`src/rtl/ultrasonic_pkg.sv`:
```
// Shared constants and types for the ultrasonic link (receiver and transmitter).
package ultrasonic_pkg;

  localparam int TOF_W          = 20;
  localparam int DEF_PERIOD     = 1024;
  localparam int DEF_TOL        = 32;
  localparam int DEF_MIN_CYCLES = 4;
  localparam int DEF_BLANK      = 40960;
  localparam int DEF_MAX_TOF    = 500000;
  localparam int DEF_GAP        = 2048;

  typedef enum logic [2:0] {
    ST_IDLE,
    ST_BLANK,
    ST_LISTEN,
    ST_QUALIFY,
    ST_DONE
  } state_t;

  function automatic logic in_window(input logic [TOF_W-1:0] per, input int lo, input int hi);
    return (int'(per) >= lo) && (int'(per) <= hi);
  endfunction

endpackage

```
`src/rtl/echo_sync_edge.sv`:
```
// Two-flop synchroniser for an asynchronous comparator pin, followed by a
// registered rising-edge detector (three clocks from pin to o_rise).
module echo_sync_edge (
  input  logic i_clk,
  input  logic i_rst_n,
  input  logic i_async,
  output logic o_rise
);

  logic r_sync1;
  logic r_sync2;
  logic r_sync2_d;
  logic r_rise;

  always_ff @(posedge i_clk) begin
    if (!i_rst_n) begin
      r_sync1   <= 1'b0;
      r_sync2   <= 1'b0;
      r_sync2_d <= 1'b0;
      r_rise    <= 1'b0;
    end else begin
      r_sync1   <= i_async;
      r_sync2   <= r_sync1;
      r_sync2_d <= r_sync2;
      r_rise    <= r_sync2 & ~r_sync2_d;
    end
  end

  assign o_rise = r_rise;

endmodule

```
`src/rtl/ultrasonic_receiver.sv`:
```
// Time-of-flight receiver: detects burst launches on TX_PULSE, qualifies the
// echo burst on the comparator pin and reports launch-to-echo clock counts.
//   state   | meaning
//   IDLE    | disabled or after reset, waiting for a launch
//   BLANK   | launch seen, echo edges ignored until tof_cnt = BLANK-1
//   LISTEN  | waiting for the first echo edge
//   QUALIFY | candidate stamped, counting in-tolerance echo periods
//   DONE    | TOF or timeout reported, waiting for the next launch
module ultrasonic_receiver
  import ultrasonic_pkg::*;
#(
  parameter int PERIOD     = DEF_PERIOD,
  parameter int TOL        = DEF_TOL,
  parameter int MIN_CYCLES = DEF_MIN_CYCLES,
  parameter int BLANK      = DEF_BLANK,
  parameter int MAX_TOF    = DEF_MAX_TOF,
  parameter int GAP        = DEF_GAP
) (
  input  logic             i_clk_40,
  input  logic             i_rst_n,
  input  logic             i_on,
  input  logic             i_tx_pulse,
  input  logic             i_echo_in,
  output logic [TOF_W-1:0] o_tof,
  output logic             o_tof_valid,
  output logic             o_timeout,
  output logic             o_busy
);

  localparam int                IDLE_W    = $clog2(GAP + 1);
  localparam logic [IDLE_W-1:0] GAP_V     = IDLE_W'(GAP);
  localparam logic [TOF_W-1:0]  MAX_V     = TOF_W'(MAX_TOF);
  localparam logic [TOF_W-1:0]  BLANK_END = TOF_W'(BLANK - 1);
  localparam logic [TOF_W-1:0]  PER_HI    = TOF_W'(PERIOD + TOL);
  localparam logic [7:0]        RUN_DONE  = 8'(MIN_CYCLES);

  state_t             r_state, w_state_nxt;
  logic               r_tx_d;
  logic [IDLE_W-1:0]  r_idle;
  logic [TOF_W-1:0]   r_tof_cnt, w_tof_cnt_nxt;
  logic [TOF_W-1:0]   r_cand, w_cand_nxt;
  logic [TOF_W-1:0]   r_per_cnt, w_per_cnt_nxt;
  logic [TOF_W-1:0]   r_tof, w_tof_nxt;
  logic [7:0]         r_run, w_run_nxt;
  logic               r_tof_valid, w_tof_valid_nxt;
  logic               r_timeout, w_timeout_nxt;
  logic               r_busy, w_busy_nxt;
  logic [TOF_W-1:0]   w_per_now;
  logic               w_launch;
  logic               w_echo_rise;
  logic               w_active;
  logic               w_qual_done;

  echo_sync_edge u_echo_sync (
    .i_clk   (i_clk_40),
    .i_rst_n (i_rst_n),
    .i_async (i_echo_in),
    .o_rise  (w_echo_rise)
  );

  // Only a rising edge after a full GAP of TX silence starts a frame.
  assign w_launch  = i_tx_pulse & ~r_tx_d & (r_idle == GAP_V);
  assign w_per_now = r_per_cnt + TOF_W'(1);
  assign w_active  = (r_state == ST_BLANK) || (r_state == ST_LISTEN) ||
                     (r_state == ST_QUALIFY);

  always_ff @(posedge i_clk_40) begin
    if (!i_rst_n) begin
      r_tx_d <= 1'b0;
      r_idle <= GAP_V;
    end else begin
      r_tx_d <= i_tx_pulse;
      if (i_tx_pulse != r_tx_d) begin
        r_idle <= '0;
      end else if (r_idle != GAP_V) begin
        r_idle <= r_idle + IDLE_W'(1);
      end
    end
  end

  always_comb begin
    w_state_nxt     = r_state;
    w_cand_nxt      = r_cand;
    w_per_cnt_nxt   = r_per_cnt;
    w_run_nxt       = r_run;
    w_tof_nxt       = r_tof;
    w_tof_valid_nxt = 1'b0;
    w_timeout_nxt   = 1'b0;
    w_qual_done     = 1'b0;
    w_tof_cnt_nxt   = r_tof_cnt;

    if (w_launch) begin
      w_tof_cnt_nxt = '0;
    end else if (r_tof_cnt != MAX_V) begin
      w_tof_cnt_nxt = r_tof_cnt + TOF_W'(1);
    end

    case (r_state)
      ST_IDLE: begin
        if (w_launch) w_state_nxt = ST_BLANK;
      end
      ST_BLANK: begin
        if (r_tof_cnt == BLANK_END) w_state_nxt = ST_LISTEN;
      end
      ST_LISTEN: begin
        if (w_echo_rise) begin
          w_state_nxt   = ST_QUALIFY;
          w_cand_nxt    = w_tof_cnt_nxt;
          w_per_cnt_nxt = '0;
          w_run_nxt     = '0;
        end
      end
      ST_QUALIFY: begin
        if (w_echo_rise) begin
          w_per_cnt_nxt = '0;
          if (in_window(w_per_now, PERIOD - TOL, PERIOD + TOL)) begin
            w_run_nxt = r_run + 8'd1;
            if (r_run + 8'd1 == RUN_DONE) begin
              w_qual_done     = 1'b1;
              w_tof_valid_nxt = 1'b1;
              w_tof_nxt       = r_cand;
              w_state_nxt     = ST_DONE;
            end
          end else begin
            w_cand_nxt = w_tof_cnt_nxt;
            w_run_nxt  = '0;
          end
        end else if (w_per_now > PER_HI) begin
          w_run_nxt   = '0;
          w_state_nxt = ST_LISTEN;
        end else begin
          w_per_cnt_nxt = w_per_now;
        end
      end
      ST_DONE: begin
        if (w_launch) w_state_nxt = ST_BLANK;
      end
      default: w_state_nxt = ST_IDLE;
    endcase

    // A completed qualification beats both a relaunch and the MAX_TOF timeout.
    if (w_active && !w_qual_done) begin
      if (w_launch) begin
        w_timeout_nxt = 1'b1;
        w_state_nxt   = ST_BLANK;
      end else if (r_tof_cnt == MAX_V) begin
        w_timeout_nxt = 1'b1;
        w_state_nxt   = ST_DONE;
      end
    end else if (w_qual_done && w_launch) begin
      w_state_nxt = ST_BLANK;
    end

    if (!i_on) begin
      w_state_nxt     = ST_IDLE;
      w_tof_valid_nxt = 1'b0;
      w_timeout_nxt   = 1'b0;
      w_tof_nxt       = r_tof;
    end

    w_busy_nxt = (w_state_nxt == ST_BLANK) || (w_state_nxt == ST_LISTEN) ||
                 (w_state_nxt == ST_QUALIFY);
  end

  always_ff @(posedge i_clk_40) begin
    if (!i_rst_n) begin
      r_state     <= ST_IDLE;
      r_tof_cnt   <= '0;
      r_cand      <= '0;
      r_per_cnt   <= '0;
      r_run       <= '0;
      r_tof       <= '0;
      r_tof_valid <= 1'b0;
      r_timeout   <= 1'b0;
      r_busy      <= 1'b0;
    end else begin
      r_state     <= w_state_nxt;
      r_tof_cnt   <= w_tof_cnt_nxt;
      r_cand      <= w_cand_nxt;
      r_per_cnt   <= w_per_cnt_nxt;
      r_run       <= w_run_nxt;
      r_tof       <= w_tof_nxt;
      r_tof_valid <= w_tof_valid_nxt;
      r_timeout   <= w_timeout_nxt;
      r_busy      <= w_busy_nxt;
    end
  end

  assign o_tof       = r_tof;
  assign o_tof_valid = r_tof_valid;
  assign o_timeout   = r_timeout;
  assign o_busy      = r_busy;

endmodule

```
`config.mk`:
```
export PLATFORM = sky130hd
export DESIGN_NAME = ultrasonic_receiver
export DESIGN_NICKNAME = d
export VERILOG_FILES = /design/src/rtl/ultrasonic_pkg.sv /design/src/rtl/echo_sync_edge.sv /design/src/rtl/ultrasonic_receiver.sv
export SDC_FILE = /design/constraint.sdc
export NUM_CORES = 1
export LEC_CHECK = 0
export ABC_AREA = 1
export CAP_MARGIN = 40
export CORE_ASPECT_RATIO = 0.75
export CORE_MARGIN = 2
export CORE_UTILIZATION = 30
export DETAILED_ROUTE_END_ITERATION = 10
export PLACE_DENSITY = 0.46
export SYNTH_ARGS = -nofsm -noshare
export SYNTH_HDL_FRONTEND = slang
export SYNTH_SLANG_ARGS = --single-unit
```
`constraint.sdc`:
```
create_clock -name i_clk_40 -period 6.27 [get_ports i_clk_40]
set_input_delay 1.254 -clock i_clk_40 [delete_from_list [all_inputs] [get_ports i_clk_40]]
set_output_delay 1.254 -clock i_clk_40 [all_outputs]
set_load 0.02 [all_outputs]
```
==> metrics.csv, run 1 <==
metric,value,unit
status,finished clean,
Synth Warn #,0,
vias in the first global route,4658,
Initial Utilization,30.89,%
nets@finish,815,
Worst Hold Path Cells,1,
Clk Tree Root Cell,clkbuf_16,
Layout area overhead,13.87,%
most frequent cells after synthesis,"139 x nand2_1, 124 x nor2_1, 111 x dfxtp_1, 96 x inv_1, 50 x a21oi_1",
Worst EP required,6.52,ns
hold crit path type,reg -> reg,
# hold bufs at CTS,0,
IO Port Bufs,27,
setup bufs post-CTS,0,
share of post-route cells with drive strength above 1,8.302,%
Final Core Density,35.17,%
r2r setup slk,3.24,ns
Slew HR,50.58,%
count of state elements after synthesis,111,
"non-filler cells, final",1049,
multi-input logic area,2773,um^2
CTS tree,done,
total CTS buffers,9,
Synth Area per Inst,7.028,um^2
RSZ-0062 raised after global routing,false,
element type at the critical path start,register,
WHS Endpoint,u_echo_sync.o_rise,
io pins,28,
filler instances,1896,
Max clock buf depth,2,
Storage cell area,2222,um^2
CTS clock-pin slew for the worst setup and hold paths,0.08,ns
Sum Neg Setup Slack,0,ns
Yosys top cell by area,dfxtp_1,
GRT overflow,0,
period utilization,48.37,%
reg-to-reg startpoint,r_per_cnt[0],
most frequent cell after synthesis,nand2_1,
Final Max Tran Viols,0,
highest clock rate,329.7,MHz
fin crit period,3.033,ns
critical path class,reg -> reg,
antenna violations before repair,0,
Synth Net Count,795,
"antenna viol nets, final",0,
Die Y,121.3,um
1st-iter DRT viols,310,
Clock Sink Count,111,
wire per inst,12.63,um
# diodes,0,
clock skew,0.01326,ns
top-area cell type share of the netlist area,40.38,%
Netlist cell types,40,
final wirelength,13250,um
Post-DP HPWL,9526,um
via count,4919,
max cap viols,0,
Hold Slack,0.3908,ns
largest net degree at the start of global routing,62,
first-pass GRT wire length,22920,um
H-tree Lvls,3,
Post-route DRC,0,
cell count after synthesis,783,
mapped cell area,5503,um^2
Min-Delay Startpoint,u_echo_sync.r_sync2_d,
pwr/cell area,217.9,nW/um^2
GPL Wtd Cong,0.8394,
Skew-Pair Late Insertion Delay,0.36,ns
Die ar.,19450,um^2
worst setup margin,3.237,ns
"Async S/R FF share, synth",0,%
Setup-failing EPs final,0,
Worst EP arrival,3.28,ns
Max IR drop VDD,130.3,uV
1st-pass router iterations,5,
core area,17810,um^2
Pleak,2.632,nW
reg2reg path depth,14,
post-cts sizing count,0,
crit-path max FO,20,
GRT Util Overall,14.53,%
row cnt,42,
Final Hold Vio Count,0,
die extent in x,160.4,um
placed insts,1034,
Avg Vias per Cell,4.689,
synth top area cells,"dfxtp_1 40%, nand2_1 9.5%, nor2_1 8.5%",
"worst slack, placed",3.189,ns
dominant synthesized flop cell,dfxtp_1,
"Seq/Total Area, Yosys",40.38,%
Reg-to-Reg End,r_per_cnt[8],
"EDFF count, synth",0,
worst-margin pin slew,0.7386,ns
Worst Setup End Kind,register,
[power by group]
part / total (W) / switching (W) / internal [W]
combinational: 0.0000564 / 0.0000405 / 0.0000160
clock: 0.000596 / 0.000281 / 0.000316
sequential: 0.000713 / 0.00000292 / 0.000710
[cell usage in the layout (no fill, tap or decap), drive strengths merged, types with 4 or more instances in the layout]
cell             n
a21oi           52
clkbuf           9
clkdlybuf4s50   26
clkinv           4
dfxtp          111
ha               7
inv            102
nand2          152
nand3           35
nand4           23
nor2           148
nor3            27
nor4            10
o211ai           4
o21ai           64
xnor2            6
xor2            11
[cell families after synthesis]
kind of cell               after synthesis  share of synthesized area, %
AOI/OAI and AO/OA                      126                         12.14
adders and majority gates                7                         1.592
and+or+nand+nor                        401                         33.95
xor gates and xnor gates                17                         2.706
DFF                                    111                         40.38
buffers and inverters                  121                         9.231
[worst max path at each step]
stage | from | to | slack, ns
final | r_per_cnt[0] | r_per_cnt[8] | 3.24
after global routing | r_per_cnt[1] | r_per_cnt[8] | 2.83
after floorplan | r_per_cnt[1] | r_cand[16] | 4.03
after CTS | r_per_cnt[0] | r_per_cnt[8] | 3.26
after detailed placement | i_tx_pulse | o_busy | 3.19
after global placement | i_tx_pulse | o_busy | 3.26
[area by class of cell]
| class | instances | share of cell area (%) |
|---|---|---|
| timing repair buffer | 28 | 4.353 |
| multi-input combinational | 551 | 44.25 |
| tap | 242 | 4.832 |
| inverter | 102 | 6.190 |
| clock buffer | 9 | 3.594 |
| clock inverter | 6 | 1.318 |
| sequential | 111 | 35.46 |
[through the flow]
step                      power (W)  instance area, um^2
final                      0.001365                 6266
after global routing       0.001427                 6266
after CTS                  0.001392                 6266
after detailed placement  0.0007860                 5958
after global placement    0.0007855                 5958
after floorplan           0.0007674                 5503
[worst max-delay path, stage by stage, from the launching register on]
cell	delay, ns
dfxtp_1	0.39
ha_1	0.26
nand2_2	0.09
nor2_4	0.18
nand2_4	0.11
nor2_4	0.12
xnor2_1	0.13
inv_1	0.10
nand2_1	0.09
nand3_2	0.10
a21oi_1	0.08
nor2_1	0.57
inv_2	0.34
o21ai_0	0.28
nor2_1	0.06
[routing by layer]
metal / vias up / GRT usage (%) / wire [um]
met5: - / 0 / 0
met4: 0 / 4.336 / 219
met3: 14 / 3.725 / 371
met2: 62 / 23.49 / 5977
li1: 2580 / - / -
met1: 2263 / 19.15 / 6678
[sequential cells by signal (all words and copies together), names as in the netlist]
signal and cells:
r_run 8, r_per_cnt 20, r_tof_cnt 20, o_tof_valid 1, r_tx_d 1, r_state 3
u_echo_sync.r_sync2 1, u_echo_sync.r_sync2_d 1, u_echo_sync.o_rise 1, o_tof 20, r_idle 12, o_timeout 1
u_echo_sync.r_sync1 1, o_busy 1, r_cand 20
Note: power is estimated with default switching activity, not from simulation.
==> inputs of run 2 (changes only) <==
Clock period 6.27 ns to 3.08 ns, I/O delays scaled along.
==> run 2 against run 1 <==
Net effect: power increased by 100%; global-route usage increased by 0.27 points; count of clock-buffer cells in the layout increased by 1; die area unchanged; fmax increased by 13%; routed wire length increased by 5.6%; critical path type unchanged; highest routed layer unchanged.
==> metrics.csv, run 2 (synthesis results as in run 1) <==
metric,value,unit,change
placed insts,1036,,was 1034
IO Port Bufs,27,,unchanged
share of post-route cells with drive strength above 1,8.990,%,was 8.302%
Placement Cell Area,5973,um^2,was 5958 um^2
row cnt,42,,unchanged
RSZ-0062 raised after global routing,false,,unchanged
H-tree Lvls,3,,unchanged
crit-path max FO,20,,unchanged
filler instances,1892,,was 1896
core area,17810,um^2,unchanged
Final Core Density,35.39,%,was 35.17%
clock skew,0.01539,ns,was 0.01326 ns
wire per inst,13.28,um,was 12.63 um
Post-DP HPWL,9817,um,was 9526 um
# hold bufs at CTS,0,,unchanged
Layout area overhead,14.57,%,was 13.87%
element type at the critical path start,register,,unchanged
total CTS buffers,9,,unchanged
Worst Setup End Kind,register,,unchanged
1st-pass router iterations,5,,unchanged
Die Y,121.3,um,unchanged
CTS clock-pin slew for the worst setup and hold paths,0.07,ns,was 0.08 ns
largest net degree at the start of global routing,38,,was 62
"antenna viol nets, final",0,,unchanged
period utilization,86.79,%,was 48.37%
worst-margin pin slew,0.7480,ns,was 0.7386 ns
pwr/cell area,434.2,nW/um^2,was 217.9 nW/um^2
io pins,28,,unchanged
nets@finish,820,,was 815
Setup-failing EPs final,0,,unchanged
1st-iter DRT viols,219,,was 310
worst setup margin,0.4070,ns,was 3.237 ns
die extent in x,160.4,um,unchanged
Worst EP required,3.33,ns,was 6.52 ns
"Slowest-stage cell, CP",dfxtp_1,,was nor2_1
highest clock rate,374.1,MHz,was 329.7 MHz
"non-filler cells, final",1054,,was 1049
Post-route DRC,0,,unchanged
CP dominant cell by count,nor2_4,,
Final Max Tran Viols,0,,unchanged
"commonest non-fill, non-tap cell in the layout",nand2_1,,unchanged
antenna violations before repair,0,,unchanged
Avg Vias per Cell,4.665,,was 4.689
vias in the first global route,4799,,was 4658
WP buf/inv,2,,unchanged
crit-path cells,"ha_1, nand2_2, nor2_4, nand2_4, nor2_4, xnor2_1, inv_1, nand2_1, nand3_2, a21oi_1, nor2_2, inv_2, o21ai_0, nor2_1",,"was ha_1, nand2_2, nor2_4, nand2_4, nor2_4, xnor2_1, inv_1, nand2_1, nand3_2, a21oi_1, nor2_1, inv_2, o21ai_0, nor2_1"
Slew HR,50.06,%,was 50.58%
"worst slack, placed",0.1289,ns,was 3.189 ns
"delay-heaviest family, CP",simple AND/OR/NAND/NOR gates,,unchanged
Die ar.,19450,um^2,unchanged
Clock Sink Count,111,,unchanged
GPL Wtd Cong,0.8315,,was 0.8394
"Design Area, Final",6305,um^2,was 6266 um^2
critical path class,reg -> reg,,unchanged
CP max stage delay,0.40,ns,was 0.57 ns
"commonest cells after routing, fill and taps aside","139 x nand2_1, 123 x nor2_1, 111 x dfxtp_1",,"was 139 x nand2_1, 124 x nor2_1, 111 x dfxtp_1"
fin crit period,2.673,ns,was 3.033 ns
Final Hold Vio Count,0,,unchanged
status,finished clean,,unchanged
final wirelength,13990,um,was 13250 um
Sum Neg Setup Slack,0,ns,unchanged
GRT Util Overall,14.80,%,was 14.53%
via count,4917,,was 4919
Max clock buf depth,2,,unchanged
Skew-Pair Late Insertion Delay,0.37,ns,was 0.36 ns
hold crit path type,reg -> reg,,unchanged
first-pass GRT wire length,23160,um,was 22920 um
Pleak,2.653,nW,was 2.632 nW
# diodes,0,,unchanged
GRT overflow,0,,unchanged
max cap viols,0,,unchanged
CTS tree,done,,unchanged
Initial Utilization,30.89,%,unchanged
Max IR drop VDD,238.0,uV,was 130.3 uV
Worst EP arrival,2.92,ns,was 3.28 ns
Clk Tree Root Cell,clkbuf_16,,unchanged
-- run 2: area by class of cell --
type | count | area (um^2) | area share, %
clock buffers | 10 | 239.0 | 3.790
clock inverters | 5 | 51.30 | 0.8137
inverters | 102 | 387.9 | 6.152
multi-input cells | 552 | 2786 | 44.20
flip-flops and latches | 111 | 2222 | 35.25
well taps | 242 | 302.8 | 4.803
repair buffers | 32 | 315.3 | 5.001
-- run 2: final timing paths --
path                            depth (start not counted)                 end                   from  slack (ns)
worst max-delay path                                   14        r_per_cnt[0]           r_per_cnt[1]        0.41
worst min-delay path                                    1  u_echo_sync.o_rise  u_echo_sync.r_sync2_d        0.39
worst max register to register                         14        r_per_cnt[0]           r_per_cnt[1]        0.41
worst min register to register                          1  u_echo_sync.o_rise  u_echo_sync.r_sync2_d        0.39
-- run 2: where the power goes --
part | switching, W | leakage [nW] | internal (W)
clock network | 0.000583 | 0.143 | 0.000585
logic | 0.0000850 | 1.61 | 0.0000340
registers | 0.00000609 | 0.896 | 0.00144
total | 0.000674 | 2.65 | 0.00206
-- run 2: through the flow --
stage / power (W) / hold slack [ns]
CTS: 0.002786 / 0.3899
finish: 0.002738 / 0.3865
detailed placement: 0.001603 / 0.3772
global placement: 0.001602 / 0.3754
global route: 0.002851 / 0.4089
floorplan: 0.001562 / 0.3682
-- run 2: worst register-to-register path, cell delays in order (launching register included) --
cell and delay (ns):
dfxtp_1 0.40, ha_1 0.24, nand2_2 0.09, nor2_4 0.18, nand2_4 0.11, nor2_4 0.12
xnor2_1 0.13, inv_1 0.10, nand2_1 0.09, nand3_2 0.09, a21oi_1 0.09, nor2_2 0.37
inv_2 0.26, o21ai_0 0.24, nor2_1 0.06
-- run 2: repair_timing --
action                                  4_1_cts  5_1_grt
gates resized for setup                       0        1
setup buffers                                 0        2
endpoints found under the setup margin        0       31
-- run 2: routing by layer --
metal  GRT usage [%]  vias up  share of wire, %
li1                -     2587                 -
met1           19.76     2264                52
met2           24.00       58                44
met3           3.144        8               2.4
met4           4.673        0               1.1
met5               0        -                 0
